**src/rtl/rstack_pkg.sv**
```systemverilog
// Shared defaults and the operation encoding for the return-stack controller.
package rstack_pkg;
  localparam int RS_WIDTH      = 4;
  localparam int RS_SIZE       = 16;
  localparam int RS_DATA_WIDTH = 13;

  typedef enum logic [1:0] {NOP, PUSH, POP, REPLACE} op_e;
endpackage

```
**src/rtl/rstack_ctrl.sv**
```systemverilog
// Return-stack pointer/depth controller driving an external async-read memory.
// Define RSTACK_GUARD_EN to reject overflow/underflow and raise a sticky err.
module rstack_ctrl
  import rstack_pkg::*;
#(
  parameter int WIDTH      = RS_WIDTH,
  parameter int SIZE       = RS_SIZE,
  parameter int DATA_WIDTH = RS_DATA_WIDTH
) (
  input  logic                  clk,
  input  logic                  reset,
  input  logic                  push,
  input  logic                  pop,
  input  logic [DATA_WIDTH-1:0] push_data,
  output logic [DATA_WIDTH-1:0] top,
  output logic [WIDTH:0]        depth,
  output logic                  empty,
  output logic                  full,
  output logic                  err,
  output logic [WIDTH-1:0]      mem_dout_addr,
  input  logic [DATA_WIDTH-1:0] mem_dout,
  output logic                  mem_we,
  output logic [WIDTH-1:0]      mem_din_addr,
  output logic [DATA_WIDTH-1:0] mem_din
);
  localparam logic [WIDTH-1:0] SP_ONE  = WIDTH'(1);
  localparam logic [WIDTH:0]   DEP_ONE = (WIDTH+1)'(1);
  localparam logic [WIDTH:0]   DEP_MAX = (WIDTH+1)'(SIZE);

  logic [WIDTH-1:0] sp, sp_m1;
  logic [WIDTH:0]   depth_q;
  logic             is_empty, is_full;
  logic             push_ok, pop_ok;
  op_e              op;

  assign sp_m1    = sp - SP_ONE;
  assign is_empty = (depth_q == '0);
  assign is_full  = (depth_q == DEP_MAX);

  // push+pop on an empty stack degrades to a plain push
  always_comb begin
    op = NOP;
    if (push && pop && !is_empty) op = REPLACE;
    else if (push)                op = PUSH;
    else if (pop)                 op = POP;
  end

`ifdef RSTACK_GUARD_EN
  logic err_q;
  assign push_ok = (op == PUSH) && !is_full;
  assign pop_ok  = (op == POP) && !is_empty;
  assign err     = err_q;

  always_ff @(posedge clk) begin
    if (reset)                                     err_q <= 1'b0;
    else if ((op == PUSH && is_full) || (pop && is_empty)) err_q <= 1'b1;
  end
`else
  assign push_ok = (op == PUSH);
  assign pop_ok  = (op == POP);
  assign err     = 1'b0;
`endif

  always_ff @(posedge clk) begin
    if (reset) begin
      sp      <= '0;
      depth_q <= '0;
    end else if (push_ok) begin
      sp <= sp + SP_ONE;
      // full push without guard overwrites the oldest entry; depth saturates
      if (!is_full) depth_q <= depth_q + DEP_ONE;
    end else if (pop_ok) begin
      sp <= sp_m1;
      if (!is_empty) depth_q <= depth_q - DEP_ONE;
    end
  end

  assign mem_we        = !reset && (push_ok || op == REPLACE);
  assign mem_din_addr  = (op == REPLACE) ? sp_m1 : sp;
  assign mem_din       = push_data;
  assign mem_dout_addr = sp_m1;
  assign top           = is_empty ? '0 : mem_dout;
  assign depth         = depth_q;
  assign empty         = is_empty;
  assign full          = is_full;
endmodule

```
**config.mk**
```make
export PLATFORM = sky130hd
export DESIGN_NAME = rstack_ctrl
export DESIGN_NICKNAME = d
export VERILOG_FILES = /design/src/rtl/rstack_pkg.sv /design/src/rtl/rstack_ctrl.sv
export SDC_FILE = /design/constraint.sdc
export NUM_CORES = 1
export LEC_CHECK = 0
export BUFFER_PORTS_ARGS = -buffer_cell sky130_fd_sc_hd__buf_2
export CORE_ASPECT_RATIO = 1.25
export CORE_MARGIN = 2
export CORE_UTILIZATION = 44
export CTS_BUF_LIST = sky130_fd_sc_hd__clkbuf_2 sky130_fd_sc_hd__clkbuf_4 sky130_fd_sc_hd__clkbuf_8
export DETAILED_ROUTE_END_ITERATION = 16
export GPL_TIMING_DRIVEN = 0
export PLACE_DENSITY = 0.94
export SYNTH_ARGS = -nofsm -noshare
export SYNTH_HDL_FRONTEND = slang
export SYNTH_SLANG_ARGS = --single-unit
```
**constraint.sdc**
```tcl
create_clock -name clk -period 7.9 [get_ports clk]
set_input_delay 1.58 -clock clk [delete_from_list [all_inputs] [get_ports clk]]
set_output_delay 1.58 -clock clk [all_outputs]
set_load 0.03 [all_outputs]
```
Word-level counts from Yosys, hierarchy flattened
Cells that the tools add are included.
Word-level totals
  input bits: 30
  bits in registers: 9
Operators by class
  multiplexer cells: 11
  reduce and logical (&&, ||, !) cells: 9
  add/sub/neg operators: 4
  equality and inequality tests: 6
Operators by type and width (number)
  2-to-1 mux 5 bit: 4
  2-to-1 mux 13 bit: 1
  2-to-1 mux 4 bit: 3
  2-to-1 mux 2 bit: 3
  adder 5 x 1 -> 5 bit, second input constant: 1
  == test 5 bit, second input constant: 1
  zero test 5 bit: 1
  subtractor 5 x 1 -> 5 bit, second input constant: 1
  adder 4 x 1 -> 4 bit, second input constant: 1
  == test 2 bit, second input constant: 2
  subtractor 4 x 1 -> 4 bit, second input constant: 1
  logical AND 1 bit: 3
  AND reduction 3 bit: 1
  == test 2 x 1 -> 1 bit, second input constant: 1
  zero test 1 bit: 2
  != test 2 x 1 -> 1 bit, second input constant: 1
  != test 2 bit, second input constant: 1
  nonzero test 2 bit: 1
  logical OR 1 bit: 1

Longest topological paths before layout
  depth in word-level cells: 7
  gate-level depth with buffers: 13

Worst setup path before layout
Ideal clock, no wire load.
  path kind: input to output
  start: input push
  end: output mem_din_addr[3]
  setup slack: 3743 ps
  required time: 6320 ps
  stages: 5
  arrival time: 2577 ps
  path through: nand2_1 > and2_1 > ha_1 > nand2_1 > xnor2_1
Between the ends
  word-level cells in the longest chain between the ends: 5
  elaborated cells on any way between the ends: 6
RTL lines
  start, declared: RTL line rstack_ctrl.sv:12  | input logic push,
  logical AND 1 bit (2 in series): RTL line rstack_ctrl.sv:43  | if (push && pop && !is_empty) op = REPLACE;
  2-to-1 mux 2 bit *: RTL line rstack_ctrl.sv:43
  == test 2 bit *: RTL line rstack_ctrl.sv:79  | assign mem_din_addr = (op == REPLACE) ? sp_m1 : sp;
  2-to-1 mux 4 bit *: RTL line rstack_ctrl.sv:79
  end, declared: RTL line rstack_ctrl.sv:23  | output logic [WIDTH-1:0] mem_din_addr,
Mark *: on every way between the ends. The rest lies on a longest branch, timed or not.

Final worst setup path
Ends and elaborated chain as after synthesis.

==> out/results.tsv <==
metric	value	unit
Worst VDD drop	0.306	mV
GR met1 Demand/Resource	0.214	
top_reg_cell synth	dfxtp_1	
hpwl dp	1830	microns
antenna-violating nets left	0	
clock power share	0.057	
grt ovf	0	
Root Buffer	clkbuf_4	
Worst Path Max Fanout	5	
First-pass DRT Iterations	4	
IO Port Bufs	58	
post-DR vias/cell	4.61	
PwrDens	527	mW/mm^2
synthesis-to-layout area growth	37.2	%
placed cell count	195	
final WL	2110	microns
H-Tree Depth	1	
run status	finished clean	
min Tclk post-route	4160	ps
Syn Nets	155	
pin count of the biggest net entering global routing	11	
core region area	0.00198	sq mm
Worst-path clk slew	60	ps
Tcrit/Tclk final	0.526	
Peak Freq	241	MHz
synthesized cell area	928	sq um
Layout Skew	3.69	ps
syn_area_per_cell	7.93	sq um
Core Rows	18	
gr busiest metal	met2	
Comb pwr share	0.813	
Hold WC Path Type	reg -> reg	
setup repair bufs after CTS	0	
die area	0.00250	sq mm
clock tree buffer depth	2	
vias in the first global route	796	
FFs w/ async S/R, synth	0	
met2 usage	0.308	
CTS tree	done	
RSZ-0062 raised after global routing	no	
Power Internal	277	uW
Num CTS Buffers	3	
maxcap violations	0	
critical path class	in -> out	
all-layer global routing usage	0.177	
Final setup viols	0	
Syn Inst Count	117	
Final Max Slew Viols	0	
share of cells above drive strength 1	0.464	
Layout Nets	218	
# DRC	0	
final hold viol count	0	
critical path required time	6320	ps
Clock Sinks	9	
worst path arrival time	2580	ps
static leakage	0.690	nW
Chip Height	55.4	microns
per-cell routed wire length	10.6	microns
Seq pwr share	0.130	
initial DRC count	4	
post-cts resize count	0	
CP Launch Type	input port	
Worst Tran Pin Value	506	ps
Unique masters post-synth	32	
# diodes	0	
I/O Pins	73	
sw frac	0.588	
Slew Limit Headroom	0.663	
first-pass GRT wire length	3450	microns
register area share after synthesis	0.194	
Switching Power	394	uW
initial antenna violation count	0	
EDFF count, synth	0	
#FFs+latches synth	9	
worst slack, placed	3730	ps
setup ws final	3740	ps
Skew-Pair Late Insertion Delay	250	ps
Finished Layout Cells	199	
Ys Warns	0	
routed vias	917	
Die Width	45.1	microns
Fin Setup TNS	0	ps
Starting Density	0.468	
cts hold-fix bufs	0	
CP endpoint kind	output pin	
Placer Congestion	0.813	
GRT met3 Usage	0.0131	
kinds of logic (layout without fill, tap and decap cells):
family / count (synthesis) / count (layout) / synth area share
other cells: 1 / 1 / 0.00404
simple gates: 44 / 44 / 0.255
flops: 9 / 9 / 0.194
fa+ha+maj: 8 / 8 / 0.116
compound gates: 9 / 9 / 0.0687
mux: 6 / 6 / 0.0687
xor+xnor: 12 / 12 / 0.113
buf+inv: 28 / 90 / 0.181
final cells by class:
cell class	count	area, sq um
inverter	7	26.3
timing repair buffer	58	290
sequential	9	180
multi-input combinational	80	581
buffer	21	141
tap	20	25.0
clock buffer	4	30.0
fill	184	708
stage by stage:
step	utilization	hold WS, ps	power [mW]	cell area (sq um)
floorplan	-	538	0.510	928
global placement	0.628	492	0.624	1240
detailed placement	0.628	502	0.637	1240
CTS	0.643	511	0.678	1270
global route	0.643	547	0.726	1270
finish	0.643	511	0.671	1270
registers in the layout, summed over array words and instances, names as in the netlist:
name	count
sp	4
depth	5
final timing paths:
| check | slack [ps] | start | cells past startpoint | end |
|---|---|---|---|---|
| worst max register to register | 4810 | depth[0] | 13 | depth[4] |
| worst min-delay path | 510 | depth[3] | 2 | depth[3] |
| worst min register to register | 510 | depth[3] | 2 | depth[3] |
| worst max-delay path | 3740 | push | 7 | mem_din_addr[3] |
critical path, stage by stage:
cell and delay [ps]:
buf_2 110, nand2_1 70, and2_1 130, ha_1 230
nand2_1 90, xnor2_1 150, buf_2 220
synth_stat cells (2+ instances only):
cell	count	area share
buf_2	2	0.011
xnor2_1	6	0.057
nand2b_1	2	0.013
mux2_2	2	0.024
buf_4	14	0.11
inv_1	7	0.028
dfxtp_1	9	0.19
nor2_1	11	0.044
clkbuf_1	4	0.016
mux2i_1	3	0.032
nor2b_1	14	0.094
nand3_1	2	0.011
ha_1	7	0.094
a21oi_1	5	0.027
nand2_1	7	0.028
xor2_1	6	0.057
layer usage:
layer  vias to the layer above  routed length [microns]
met2                        27                     1130
met5                         -                        0
met4                         0                       12
met3                         2                      102
met1                       405                      870
li1                        483                        -
placed cells by master, fill, tap and decap left out:
master / instances
mux2_2: 2
buf_4: 14
nand3_1: 2
and4_1: 1
o32ai_1: 1
inv_1: 7
o221ai_1: 1
dfxtp_1: 9
clkbuf_1: 4
mux2i_1: 3
and3_1: 1
or4_1: 1
nor2b_1: 14
buf_6: 1
conb_1: 1
o21ai_0: 1
a21oi_1: 5
fa_1: 1
and2_1: 1
mux2_1: 1
ha_1: 7
nor2_4: 1
nor2_1: 11
clkbuf_4: 4
nand2_1: 7
xnor2_1: 6
nor4_1: 1
buf_2: 60
nand2b_1: 2
nor3_1: 1
nand3b_1: 1
o21ai_4: 1
xor2_1: 6
power by group through the flow:
| stage | Clock (mW) | Combinational [mW] | Sequential (mW) |
|---|---|---|---|
| after global placement | 0 | 0.537 | 0.0868 |
| after detailed placement | 0 | 0.549 | 0.0882 |
| after CTS | 0.0397 | 0.550 | 0.0875 |
| final | 0.0382 | 0.546 | 0.0873 |
| after floorplan | 0 | 0.405 | 0.105 |
| after global routing | 0.0419 | 0.593 | 0.0903 |
No activity file was read; power rests on OpenSTA's default activity.
